[config.mk]
export PLATFORM = sky130hd
export DESIGN_NAME = id_ex_pipe
export DESIGN_NICKNAME = d
export VERILOG_FILES = /design/src/rtl/id_ex_pipe.sv
export SDC_FILE = /design/constraint.sdc
export NUM_CORES = 1
export LEC_CHECK = 0
export ABC_AREA = 1
export ABC_CLOCK_PERIOD_IN_PS = 2900
export CORE_MARGIN = 3
export CORE_UTILIZATION = 30
export CTS_CLUSTER_SIZE = 10
export DETAILED_ROUTE_END_ITERATION = 7
export PLACE_DENSITY = 0.58
export SYNTH_ARGS = -nofsm -noshare
export SYNTH_HDL_FRONTEND = slang
export SYNTH_SLANG_ARGS = --single-unit
[constraint.sdc]
create_clock -name clk -period 2.9 [get_ports clk]
set_input_delay 0.58 -clock clk [delete_from_list [all_inputs] [get_ports clk]]
set_output_delay 0.58 -clock clk [all_outputs]
set_load 0.03 [all_outputs]
[src/rtl/id_ex_pipe.sv]
// ID/EX pipeline register with load-use hazard detection, flush and hold handling.
// Latency: one clk edge from id_* to ex_*; stall_o is combinational from EX state and ID fields.
// Backpressure: hold_i freezes every ex_* register (flush remembered); stall_o freezes PC and IF/ID.
module id_ex_pipe (
    input  logic        clk,
    input  logic        rst_n,
    input  logic [18:0] id_ctrl,
    input  logic        id_valid,
    input  logic [31:0] id_pc4,
    input  logic [31:0] id_rs_data,
    input  logic [31:0] id_rt_data,
    input  logic [15:0] id_imm16,
    input  logic [4:0]  id_rs,
    input  logic [4:0]  id_rt,
    input  logic [4:0]  id_rd,
    input  logic [4:0]  id_shamt,
    input  logic [5:0]  id_funct,
    input  logic        hold_i,
    input  logic        flush_i,
    output logic [18:0] ex_ctrl,
    output logic        ex_valid,
    output logic [31:0] ex_pc4,
    output logic [31:0] ex_rs_data,
    output logic [31:0] ex_rt_data,
    output logic [15:0] ex_imm16,
    output logic [4:0]  ex_rs,
    output logic [4:0]  ex_rt,
    output logic [4:0]  ex_rd,
    output logic [4:0]  ex_shamt,
    output logic [5:0]  ex_funct,
    output logic [4:0]  ex_wr_addr,
    output logic        stall_o,
    output logic [15:0] bubble_cnt
);

    typedef struct packed {
        logic [18:0] ctrl;
        logic        valid;
        logic [31:0] pc4;
        logic [31:0] rs_data;
        logic [31:0] rt_data;
        logic [15:0] imm16;
        logic [4:0]  rs;
        logic [4:0]  rt;
        logic [4:0]  rd;
        logic [4:0]  shamt;
        logic [5:0]  funct;
        logic [4:0]  wr_addr;
    } ex_regs_t;

    localparam int CTRL_REGDST   = 12;
    localparam int CTRL_MEMREAD  = 11;
    localparam int CTRL_M2R_HI   = 9;
    localparam int CTRL_M2R_LO   = 8;
    localparam logic [18:0] BUBBLE_CTRL = 19'h1C000;
    localparam logic [15:0] CNT_MAX     = 16'hFFFF;

    // BranchOp=3'b111 marks a bubble as "never branch"; everything else zero.
    localparam ex_regs_t BUBBLE = '{ctrl: BUBBLE_CTRL, default: '0};

    ex_regs_t    ex_q, ex_d;
    logic        flush_pend_q, flush_pend_d;
    logic [15:0] bubble_cnt_q, bubble_cnt_d;
    logic        load_bubble_cnt;
    logic [4:0]  id_wr_addr;
    logic        rt_match;

    // Destination: rd for R-type, $ra for link-with-rt-format (jal), else rt.
    always_comb begin
        id_wr_addr = id_rt;
        if (id_ctrl[CTRL_REGDST]) begin
            id_wr_addr = id_rd;
        end else if (id_ctrl[CTRL_M2R_HI:CTRL_M2R_LO] == 2'b10) begin
            id_wr_addr = 5'd31;
        end
    end

    always_comb begin
        rt_match = (ex_q.rt != 5'd0) && ((ex_q.rt == id_rs) || (ex_q.rt == id_rt));
        stall_o  = ex_q.valid && ex_q.ctrl[CTRL_MEMREAD] && rt_match && id_valid && !hold_i;
    end

    always_comb begin
        ex_d            = ex_q;
        flush_pend_d    = flush_pend_q;
        load_bubble_cnt = 1'b0;
        if (hold_i) begin
            // A redirect seen while frozen must still kill the ID instruction later.
            flush_pend_d = flush_pend_q | flush_i;
        end else if (flush_i || flush_pend_q) begin
            ex_d            = BUBBLE;
            flush_pend_d    = 1'b0;
            load_bubble_cnt = 1'b1;
        end else if (stall_o) begin
            ex_d            = BUBBLE;
            load_bubble_cnt = 1'b1;
        end else if (!id_valid) begin
            ex_d = BUBBLE;
        end else begin
            ex_d.ctrl    = id_ctrl;
            ex_d.valid   = 1'b1;
            ex_d.pc4     = id_pc4;
            ex_d.rs_data = id_rs_data;
            ex_d.rt_data = id_rt_data;
            ex_d.imm16   = id_imm16;
            ex_d.rs      = id_rs;
            ex_d.rt      = id_rt;
            ex_d.rd      = id_rd;
            ex_d.shamt   = id_shamt;
            ex_d.funct   = id_funct;
            ex_d.wr_addr = id_wr_addr;
        end
    end

    always_comb begin
        bubble_cnt_d = bubble_cnt_q;
        if (load_bubble_cnt && (bubble_cnt_q != CNT_MAX)) begin
            bubble_cnt_d = bubble_cnt_q + 16'd1;
        end
    end

    always_ff @(posedge clk or negedge rst_n) begin
        if (!rst_n) begin
            ex_q         <= BUBBLE;
            flush_pend_q <= 1'b0;
            bubble_cnt_q <= '0;
        end else begin
            ex_q         <= ex_d;
            flush_pend_q <= flush_pend_d;
            bubble_cnt_q <= bubble_cnt_d;
        end
    end

    assign ex_ctrl    = ex_q.ctrl;
    assign ex_valid   = ex_q.valid;
    assign ex_pc4     = ex_q.pc4;
    assign ex_rs_data = ex_q.rs_data;
    assign ex_rt_data = ex_q.rt_data;
    assign ex_imm16   = ex_q.imm16;
    assign ex_rs      = ex_q.rs;
    assign ex_rt      = ex_q.rt;
    assign ex_rd      = ex_q.rd;
    assign ex_shamt   = ex_q.shamt;
    assign ex_funct   = ex_q.funct;
    assign ex_wr_addr = ex_q.wr_addr;
    assign bubble_cnt = bubble_cnt_q;

endmodule
Word level (Yosys, flattened, before mapping)
Index checks and enable logic that the tools add are counted.
Widths: inputs -> output; s select.
Storage, ports and cells
  bits in registers: 180
  memory bits (read-only): 0
  input port bits: 162
  output and inout port bits: 180
  memories: 0
  latch bits: 0
  bits in writable memories: 0
Cells by class
  shift-type cells: 0
  bitwise operators: 1
  $add $sub $neg: 1
  div/mod/pow operators: 0
  reductions and logical operators: 11
  equal/unequal tests: 4
  multiply operators: 0
  magnitude comparators: 0
  muxes and demuxes: 10
Operators with widths (count)
  $mux 163: 3
  $add 16x1->16 const B: 1
  $ne 16x16->1 const B: 1
  $eq 5x5->1: 2
  $mux 5: 2
  $logic_and 1x1->1: 6
  $mux 1: 5
  $reduce_bool 5->1: 1
  $eq 2x2->1 const B: 1
  $logic_or 1x1->1: 2
  $reduce_bool 2->1: 1
  $logic_not 1->1: 1
  $or 1x1->1: 1

Logic depth before layout (Yosys ltp)
Gate-level depths: netlist of the first run.
  depth after elaboration: 10
  gate-level depth with buffers: 12
  mapped depth without buffers: 11

Worst setup path before layout of the first run
No wires, ideal clock.
  path type: input to output
  from: input id_valid
  to: output stall_o
  arrival: 1.253 ns
  cell stages on the path: 6
  slack: 1.067 ns
  path buffers: 0
  cells stage by stage: inv_1 -> nor2_1 -> nand4_1 -> inv_1 -> nand2_2 -> inv_1
On the way
  word-level cells in the longest chain between the ends: 2
RTL lines
  start, declared: line 8  | input logic id_valid,
  $logic_and 1x1->1 (2 in a row): line 80  | stall_o = ex_q.valid && ex_q.ctrl[CTRL_MEMREAD] && rt_match && id_valid && !hold_i;
  end, declared: line 32  | output logic stall_o,
Every way passes these cells.

Final worst setup path of the first run
  from: input id_rt[3]
  to: output stall_o
On the way
  word-level cells in the longest chain between the ends: 6
RTL lines
  start, declared: line 14  | input logic [4:0] id_rt,
  $eq 5x5->1: line 79  | rt_match = (ex_q.rt != 5'd0) && ((ex_q.rt == id_rs) || (ex_q.rt == id_rt));
  $logic_or 1x1->1: line 79
  $logic_and 1x1->1: line 79
  $logic_and 1x1->1 (3 in a row): line 80
Every way passes these cells.

==> impl_metrics.csv, run 1 <==
group,metric,value,unit
worst_setup_path,cp_max_fo,3,
global_route,grt_pass1_wl,38.5,mm
worst_setup_path,cp.required,2.32,ns
synthesis,syn_area_per_cell,8.83,µm²
global_route,grt_max_degree,156,
timing,skew,0.0124,ns
power,combPwrFrac,0.192,
clock_tree,postCtsSetupRepairBufs,0,
synthesis,netlist_top_cells_area,"dfrtp_1, nand2_1, inv_1",
power,p_int,0.00435,W
global_route,grt-ovfl-total,0,
clock_tree,clk_pin_slew,0.07,ns
cells_and_area,final_util,0.478,
synthesis,yosysWarnings,0,
floorplanning,rows,58,
clock_tree,h-tree-depth,4,
timing,slew_violations,0,
worst_hold_path,hold_path.class,"input port to asynchronous set/reset pin",
power,power.total,0.00621,W
synthesis,synth_commonest_cells,"nand2_1, inv_1, dfrtp_1, o21ai_0, o21ai_2",
placed_design,place.gp.congestion,0.775,
clock_tree,cts_tree,"done",
synthesis,synth_cell_types,24,
global_route,grt_pass1_vias,6705,
placed_design,dp_hpwl,17.0,mm
worst_setup_path,max_stage_delay,0.49,ns
power,power.leakage,5.85,nW
placed_design,place_area,11600,µm²
worst_setup_path,path_delay_family,"buffers and inverters",
route,drt-wirelength-per-cell,15.4,µm
worst_setup_path,path_buf_inv,4,
timing,worstMarginPinSlew,0.895,ns
worst_setup_path,start_kind,"input port",
floorplanning,start_util,0.308,
route,drc,0,
floorplanning,dieArea,28200,µm²
floorplanning,core,25500,µm²
synthesis,yosysMostFrequentCell,"nand2_1",
timing,fin_crit,2.52,ns
synthesis,yosys.area.top_type_share,0.564,
power,power_density,510,nW/µm²
placed_design,numPortBuffers,341,
timing,rsz0062_at_grt,"false",
clock_tree,numCtsBuffers,17,
global_route,track_usage,0.171,
worst_setup_path,cp-end-kind,"primary output",
power,switching_share,0.300,
synthesis,ys_ff_latch,180,
synthesis,synthCells,890,
route,drt_pass1_iterations,4,
power,clockPowerShare,0.365,
timing,setup_violations,0,
timing,finalCritPeriodShare,0.869,
clock_tree,ctsResizeCount,0,
cells_and_area,syn_to_final_growth,55.0,%
cells_and_area,stdcell_count,1560,
worst_setup_path,setup.worst_path.class,"input port to primary output",
floorplanning,boundaryPins,342,
route,vias_per_cell,4.35,
worst_setup_path,crit_top_cell,"nand2_1",
cells_and_area,nets,1381,
cells_and_area,drive_gt1_frac,0.0951,
synthesis,async_reset_ff_frac,1.00,
timing,fin_setup_tns,0,ns
synthesis,synth-edff-count,0,
synthesis,synthFlopType,"dfrtp_1",
run_status,outcome,"finished clean",
synthesis,synth_area_leader_cell,"dfrtp_1",
synthesis,syn_area,7860,µm²
floorplanning,die_y,168,µm
clock_tree,root_buffer,"clkbuf_16",
timing,slew_headroom,0.404,
worst_setup_path,cp_cell_sequence,"clkdlybuf4s50_1 > inv_1 > nand2_1 > nand2_1 > nor2_1 > nand3_1 > nand2_1 > nand2_2 > inv_1 > buf_12",
cells_and_area,stdcell_area,12200,µm²
cells_and_area,antennaDiodeCount,0,
power,max-vdd-ir-drop,0.324,mV
route,ant_nets,0,
clock_tree,hold_buffers,0,
clock_tree,cts.path.max_buffers,2,
job,max_cap_violations,0,
worst_setup_path,regToRegSetupSlack,0.95,ns
clock_tree,clock-sinks,180,
power,power_switching,0.00187,W
global_route,antenna_found_initial,0,
power,p_seq_frac,0.443,
route,drtIter0Drc,361,
worst_setup_path,cpMaxStageDelayCell,"clkdlybuf4s50_1",
floorplanning,dieWidth,168,µm
synthesis,ys_seq_area_frac,0.574,
placed_design,dp.cells,1529,
clock_tree,insertion_delay,0.43,ns
route,vias,6780,
timing,clock.fmax,397,MHz
route,routed_wl,24.0,mm
worst_setup_path,critPathArrivalTime,1.94,ns
timing,hold_violations,0,
synthesis,synth_nets,1053,
-- kinds of logic (layout without fill, tap and decap cells) --
group,count (synthesis),count (layout),share of synthesized area
AO/OA/AOI/OAI,164,164,0.135
XOR/XNOR,3,3,0.00335
adder cells (fa/ha/maj),1,1,0.00159
buffers and inverters,228,568,0.122
flip-flops,180,180,0.574
AND/OR/NAND/NOR,314,314,0.164
-- metrics by stage --
stage	hold slack (ns)	setup WS, ns
after detailed placement	0.467	0.343
after floorplan	0.284	1.07
after global placement	0.464	0.346
after global routing	0.132	0.266
final	0.122	0.379
after CTS	0.120	0.391
-- cell usage in the layout, fill, tap and decap left out, types with 17 or more instances in the layout --
| master | count |
|---|---|
| nand3_1 | 22 |
| nand2_1 | 233 |
| o21ai_2 | 61 |
| clkbuf_16 | 17 |
| dfrtp_1 | 177 |
| nor2_1 | 34 |
| nand4_1 | 19 |
| inv_1 | 182 |
| o21ai_0 | 93 |
| clkdlybuf4s50_1 | 338 |
-- sequential cells by signal, summed over array words and instances (netlist names) --
register / flops
ex_rs_data: 32
ex_funct: 6
ex_rs: 5
ex_rt_data: 32
bubble_cnt: 16
ex_shamt: 5
flush_pend_q: 1
ex_wr_addr: 5
ex_rd: 5
ex_ctrl: 19
ex_imm16: 16
ex_pc4: 32
ex_rt: 5
ex_valid: 1
-- final timing paths --
path	from	endpoint	depth (start not counted)
worst max-delay path	id_rt[3]	stall_o	10
worst min-delay path	rst_n	bubble_cnt[14]	1
worst max register to register	ex_rt[2]	ex_funct[0]	10
worst min register to register	ex_rt_data[30]	ex_rt_data[30]	2
max in group asynchronous	rst_n	ex_pc4[13]	2
min in group clk	hold_i	ex_ctrl[14]	4
-- routing by layer --
layer / GRT usage / up-vias / part of all wire
li1: - / 3375 / -
met1: 0.227 / 3122 / 0.44
met2: 0.263 / 258 / 0.45
met3: 0.0587 / 25 / 0.090
met4: 0.0573 / 0 / 0.024
met5: 0 / - / 0
-- area by class of cell --
cell class | instances | area (µm²)
fillers | 2479 | 13300
flip-flops and latches | 180 | 4510
repair buffers | 351 | 3600
multi-input cells | 482 | 2390
inverters | 186 | 698
clock buffers | 18 | 439
well taps | 330 | 413
clock inverters | 13 | 134
-- worst reg2reg max path, cell delays in order, from the launching register on --
cell	delay, ns
dfrtp_1	0.44
inv_2	0.12
nand2_1	0.06
nand2_1	0.05
nor2_1	0.05
nand3_1	0.09
nand2_1	0.09
nand2_2	0.11
nand3_4	0.32
buf_12	0.33
o21ai_0	0.21
-- power by group through the flow --
stage / Clock [W] / Combinational [W] / Sequential, W
2_1_floorplan: 0 / 0.000285 / 0.00306
3_3_place_gp: 0 / 0.00121 / 0.00280
3_5_place_dp: 0 / 0.00121 / 0.00280
4_1_cts: 0.00237 / 0.00121 / 0.00275
5_1_grt: 0.00247 / 0.00129 / 0.00277
6_report: 0.00227 / 0.00119 / 0.00275
Note: power is estimated with default switching activity, not from simulation.
==> run 2, diff against run 1 <==
--- a/config.mk
+++ b/config.mk
@@ -8,10 +8,10 @@
 export ABC_AREA = 1
 export ABC_CLOCK_PERIOD_IN_PS = 2900
 export CORE_MARGIN = 3
-export CORE_UTILIZATION = 30
+export CORE_UTILIZATION = 35
 export CTS_CLUSTER_SIZE = 10
 export DETAILED_ROUTE_END_ITERATION = 7
-export PLACE_DENSITY = 0.58
+export PLACE_DENSITY = 0.67
 export SYNTH_ARGS = -nofsm -noshare
 export SYNTH_HDL_FRONTEND = slang
 export SYNTH_SLANG_ARGS = --single-unit
==> impl_metrics.csv, run 2 (synthesis results as in run 1) <==
group,metric,value,unit
run_status,outcome,"finished clean",
worst_setup_path,path_buf_inv,4,
route,drt-wirelength-per-cell,15.2,µm
worst_setup_path,cp-end-kind,"primary output",
clock_tree,numCtsBuffers,17,
worst_setup_path,start_kind,"input port",
worst_setup_path,cpMaxStageDelayCell,"clkdlybuf4s50_1",
clock_tree,cts.path.max_buffers,2,
worst_setup_path,critPathArrivalTime,1.88,ns
route,drt_pass1_iterations,4,
route,vias,6789,
timing,slew_violations,0,
cells_and_area,antennaDiodeCount,0,
floorplanning,boundaryPins,342,
worst_setup_path,setup.worst_path.class,"input port to primary output",
clock_tree,clock-sinks,180,
cells_and_area,final_cell_mix,"clkdlybuf4s50_1, nand2_1, inv_1",
global_route,track_usage,0.187,
clock_tree,cts_tree,"done",
placed_design,place_area,11500,µm²
global_route,grt_max_degree,156,
timing,fin_crit,2.46,ns
clock_tree,root_buffer,"clkbuf_16",
worst_setup_path,r2r_start,"ex_rt[3]",
power,max-vdd-ir-drop,0.326,mV
clock_tree,postCtsSetupRepairBufs,0,
worst_setup_path,crit_top_cell,"nand2_1",
cells_and_area,final_common_cell,"clkdlybuf4s50_1",
cells_and_area,drive_gt1_frac,0.0966,
timing,hold_violations,0,
clock_tree,hold_buffers,0,
cells_and_area,nets,1382,
worst_setup_path,cp_max_fo,3,
global_route,grt_pass1_vias,6688,
clock_tree,insertion_delay,0.43,ns
power,power.leakage,5.84,nW
timing,worstMarginPinSlew,0.820,ns
timing,timing.hold.ws,0.157,ns
cells_and_area,stdcell_area,12100,µm²
floorplanning,dieWidth,156,µm
cells_and_area,nFillCells,1991,
clock_tree,h-tree-depth,4,
worst_setup_path,cp.required,2.32,ns
placed_design,numPortBuffers,341,
route,route.met3.wl,1.84,mm
job,max_cap_violations,0,
timing,setup_violations,0,
timing,clock.fmax,407,MHz
route,wl_met1,9.93,mm
floorplanning,core,22000,µm²
timing,fin_setup_tns,0,ns
worst_setup_path,max_stage_delay,0.48,ns
power,power_density,515,nW/µm²
route,top_layer_used,"met4",
floorplanning,dieArea,24300,µm²
clock_tree,ctsResizeCount,0,
route,ant_nets,0,
power,power.total,0.00623,W
route,vias_per_cell,4.49,
route,drc,0,
route,routed_wl,23.0,mm
global_route,antenna_found_initial,0,
timing,skew,0.0120,ns
worst_setup_path,regToRegSetupSlack,1.06,ns
worst_setup_path,path_delay_family,"buffers and inverters",
worst_hold_path,hold_path.class,"input port to asynchronous set/reset pin",
floorplanning,die_y,156,µm
floorplanning,start_util,0.358,
worst_setup_path,rr_endpoint,"ex_imm16[6]",
worst_setup_path,reg2reg_depth,10,
global_route,grt-ovfl-total,0,
worst_setup_path,cp_cell_sequence,"clkdlybuf4s50_1 > inv_1 > nand2_1 > nand2_1 > nor2_1 > nand3_1 > nand2_1 > nand2_2 > inv_1 > buf_4",
global_route,grt_pass1_wl,36.2,mm
timing,rsz0062_at_grt,"false",
floorplanning,rows,54,
clock_tree,clk_pin_slew,0.07,ns
timing,finalCritPeriodShare,0.847,
cells_and_area,syn_to_final_growth,53.9,%
cells_and_area,final_util,0.551,
placed_design,place.gp.congestion,0.857,
route,wl_met2,10.8,mm
route,drtIter0Drc,355,
timing,slew_headroom,0.453,
placed_design,dp_hpwl,16.4,mm
## run 2: cell count changes in the layout (fill, tap and decap cells not counted)
cell / previous run / this run
buf_4: 3 / 8
buf_12: 9 / 5
clkinv_8: 1 / 5
inv_8: 5 / 2
clkbuf_8: 2 / 0
buf_6: 0 / 1
clkinv_2: 0 / 1
clkinv_4: 4 / 3
inv_6: 3 / 4
## run 2: how the worst max path moves through the flow
stage | endpoint | depth (start not counted) | slack [ns] | from
after floorplan | stall_o | 6 | 1.07 | id_valid
after global placement | stall_o | 10 | 0.48 | id_rt[3]
after global routing | stall_o | 10 | 0.30 | id_rt[0]
final | stall_o | 10 | 0.44 | id_rt[3]
after detailed placement | ex_imm16[6] | 11 | 0.44 | id_rt[3]
after CTS | stall_o | 10 | 0.46 | id_rt[3]
## run 2: per-layer routing
metal	vias up	global-route usage
met4	0	0.0618
met5	-	0
met3	21	0.0607
met1	3150	0.239
met2	236	0.301
li1	3382	-
## run 2: final cells by class
type	instances	area, µm²	share of cell area
sequential	180	4510	0.373
timing repair buffer	352	3550	0.294
multi-input combinational	482	2390	0.197
inverter	186	698	0.0577
clock buffer	17	425	0.0352
tap	280	350	0.0290
clock inverter	15	170	0.0141
## run 2: power breakdown
part           switching, W  leakage [nW]  internal, W
Combinational      0.000652          3.11     0.000533
Clock               0.00113         0.290      0.00116
Sequential         0.000106          2.44      0.00265
## run 2: worst register-to-register path, stage by stage, from the launching register on
cell	delay (ns)
dfrtp_1	0.44
inv_2	0.09
nand2_1	0.06
nand2_1	0.05
nor2_1	0.10
nand3_1	0.08
nand2_1	0.11
nand2_2	0.10
nand3_4	0.10
buf_4	0.41
o21ai_0	0.17
## run 2: stage by stage
stage,cells,setup WS (ns)
after floorplan,890,1.07
after global placement,1480,0.479
after detailed placement,1480,0.442
after CTS,1512,0.458
after global routing,1512,0.302
final,1512,0.444
==> run 3, diff against run 2 <==
--- a/config.mk
+++ b/config.mk
@@ -6,12 +6,12 @@
 export NUM_CORES = 1
 export LEC_CHECK = 0
 export ABC_AREA = 1
-export ABC_CLOCK_PERIOD_IN_PS = 2900
+export ABC_CLOCK_PERIOD_IN_PS = 2150
 export CORE_MARGIN = 3
 export CORE_UTILIZATION = 35
 export CTS_CLUSTER_SIZE = 10
 export DETAILED_ROUTE_END_ITERATION = 7
-export PLACE_DENSITY = 0.67
+export PLACE_DENSITY = 0.69
 export SYNTH_ARGS = -nofsm -noshare
 export SYNTH_HDL_FRONTEND = slang
 export SYNTH_SLANG_ARGS = --single-unit
==> constraint.sdc (replaced) <==
create_clock -name clk -period 2.15 [get_ports clk]
set_input_delay 0.43 -clock clk [delete_from_list [all_inputs] [get_ports clk]]
set_output_delay 0.43 -clock clk [all_outputs]
set_load 0.03 [all_outputs]
==> impl_metrics.csv, run 3 (synthesis results as in run 1) <==
group,metric,value,unit
run_status,outcome,"finished clean",
cells_and_area,stdcell_count,1539,
route,drt-wirelength-per-cell,15.0,µm
worst_setup_path,path_buf_inv,4,
timing,slew_headroom,0.436,
worst_setup_path,regToRegSetupSlack,0.38,ns
floorplanning,start_util,0.358,
cells_and_area,drive_gt1_frac,0.120,
placed_design,dp_hpwl,17.3,mm
route,drt_pass1_iterations,5,
worst_setup_path,cp-end-kind,"primary output",
worst_setup_path,rr_endpoint,"bubble_cnt[15]",
worst_hold_path,holdCritStartpoint,"id_rs[3]",
worst_setup_path,path_delay_family,"buffers and inverters",
worst_hold_path,hold_path.class,"input port to register",
route,drtIter0Drc,324,
worst_setup_path,setup.worst_path.class,"input port to primary output",
power,power.leakage,6.08,nW
floorplanning,dieWidth,156,µm
cells_and_area,final_util,0.568,
timing,rsz0062_at_grt,"false",
timing,clock.fmax,482,MHz
clock_tree,h-tree-depth,4,
placed_design,dp.cells,1503,
global_route,antenna_found_initial,0,
floorplanning,core,22000,µm²
worst_setup_path,cp_cell_sequence,"clkdlybuf4s50_1 > inv_1 > nand2_1 > nand2_1 > nor2_1 > nand3_1 > nand2_2 > nand2_4 > inv_2 > buf_6",
global_route,grt_pass1_vias,6894,
global_route,grt_pass1_wl,36.4,mm
job,max_cap_violations,0,
clock_tree,root_buffer,"clkbuf_16",
timing,skew,0.00880,ns
timing,setup_violations,0,
timing,hold_violations,0,
worst_setup_path,cpMaxStageDelayCell,"clkdlybuf4s50_1",
power,max-vdd-ir-drop,0.431,mV
cells_and_area,antennaDiodeCount,0,
worst_setup_path,start_kind,"input port",
global_route,grt-ovfl-total,0,
clock_tree,numCtsBuffers,17,
route,drc,0,
route,vias_per_cell,4.54,
clock_tree,cts.path.max_buffers,2,
floorplanning,rows,54,
global_route,track_usage,0.188,
timing,finalCritPeriodShare,0.966,
clock_tree,insertion_delay,0.42,ns
route,ant_nets,0,
worst_setup_path,critPathArrivalTime,1.65,ns
worst_setup_path,crit_top_cell,"nand2_1",
route,vias,6981,
timing,fin_crit,2.08,ns
worst_setup_path,reg2reg_depth,8,
timing,worstMarginPinSlew,0.846,ns
cells_and_area,nets,1409,
worst_hold_path,whs_path_depth,3,
clock_tree,clock-sinks,180,
cells_and_area,syn_to_final_growth,58.8,%
worst_setup_path,cp_max_fo,3,
timing,slew_violations,0,
floorplanning,dieArea,24300,µm²
worst_setup_path,cp.required,1.72,ns
cells_and_area,final_cell_mix,"clkdlybuf4s50_1, nand2_1, inv_1",
placed_design,place.gp.congestion,0.876,
power,power_density,681,nW/µm²
clock_tree,clk_pin_slew,0.07,ns
worst_setup_path,r2r_start,"bubble_cnt[0]",
placed_design,numPortBuffers,341,
worst_setup_path,max_stage_delay,0.48,ns
clock_tree,cts_tree,"done",
cells_and_area,final_common_cell,"clkdlybuf4s50_1",
global_route,grt_max_degree,79,
floorplanning,die_y,156,µm
worst_setup_path,startpoint,"id_rt[3]",
floorplanning,boundaryPins,342,
worst_hold_path,hold_end,"ex_rs[3]",
route,routed_wl,23.1,mm
run 3: changes by cell type in the layout (fill, tap and decap cells not counted), sizes merged:
cell,before,now
bufinv,0,1
clkbuf,17,18
dlygate4sd3,0,1
clkinvlp,0,2
clkinv,9,5
buf,14,40
dlymetal6s2s,0,4
clkdlybuf4s50,338,334
run 3: area by class of cell:
class | instances | area, µm²
sequential | 180 | 4510
tap | 280 | 350
clock buffer | 18 | 429
inverter | 186 | 698
multi-input combinational | 482 | 2400
timing repair buffer | 379 | 3920
fill | 1935 | 9480
clock inverter | 14 | 166
run 3: worst register-to-register path, cell delays in order, from the launching register on:
cell and delay [ns]:
dfrtp_1 0.47, ha_1 0.18, inv_1 0.07, nor2_2 0.23
nand4_2 0.29, nand2_1 0.21, nor2_1 0.08, nand4_1 0.08
nand2_1 0.06
run 3: worst max path at each step:
stage,slack (ns),cells after the start,endpoint
after global placement,0.03,12,ex_rs[2]
after CTS,0.003,9,stall_o
after global routing,0.0002,9,stall_o
after floorplan,0.44,10,bubble_cnt[14]
after detailed placement,-0.02,12,ex_ctrl[4]
final,0.07,10,stall_o
run 3: repair_timing:
item,in CTS,in global routing
gates resized for setup,1,12
buffers inserted,0,3
pin swaps,0,8
setup endpoints to repair,1,1
hold endpoints to repair,32,0
hold buffers,1,0
run 3: power breakdown:
part / internal [W] / switching, W / total [W]
registers: 0.00357 / 0.000149 / 0.00372
logic: 0.000763 / 0.000894 / 0.00166
clock network: 0.00166 / 0.00146 / 0.00313
total: 0.00599 / 0.00251 / 0.00850
run 3: metrics by stage:
stage / area, µm² / TNS, ns / worst slack (ns) / hold WS (ns) / power [W]
2_1_floorplan: 7860 / 0 / 0.444 / 0.134 / 0.00451
3_3_place_gp: 11800 / 0 / 0.0258 / 0.385 / 0.00543
3_5_place_dp: 11800 / -0.0779 / -0.0247 / 0.386 / 0.00545
4_1_cts: 12400 / 0 / 0.00263 / 0.486 / 0.00862
5_1_grt: 12500 / 0 / 0.000232 / 0.338 / 0.00889
6_report: 12500 / 0 / 0.0738 / 0.327 / 0.00850
run 3: routing by layer:
layer  up-vias  share of wire  routed length, µm  track usage
met2       254           0.48              11100        0.309
met1      3272           0.41               9540        0.234
met3        25          0.084               1950       0.0646
met5         -              0                  0            0
met4         0          0.020                470       0.0589
li1       3430              -                  -            -
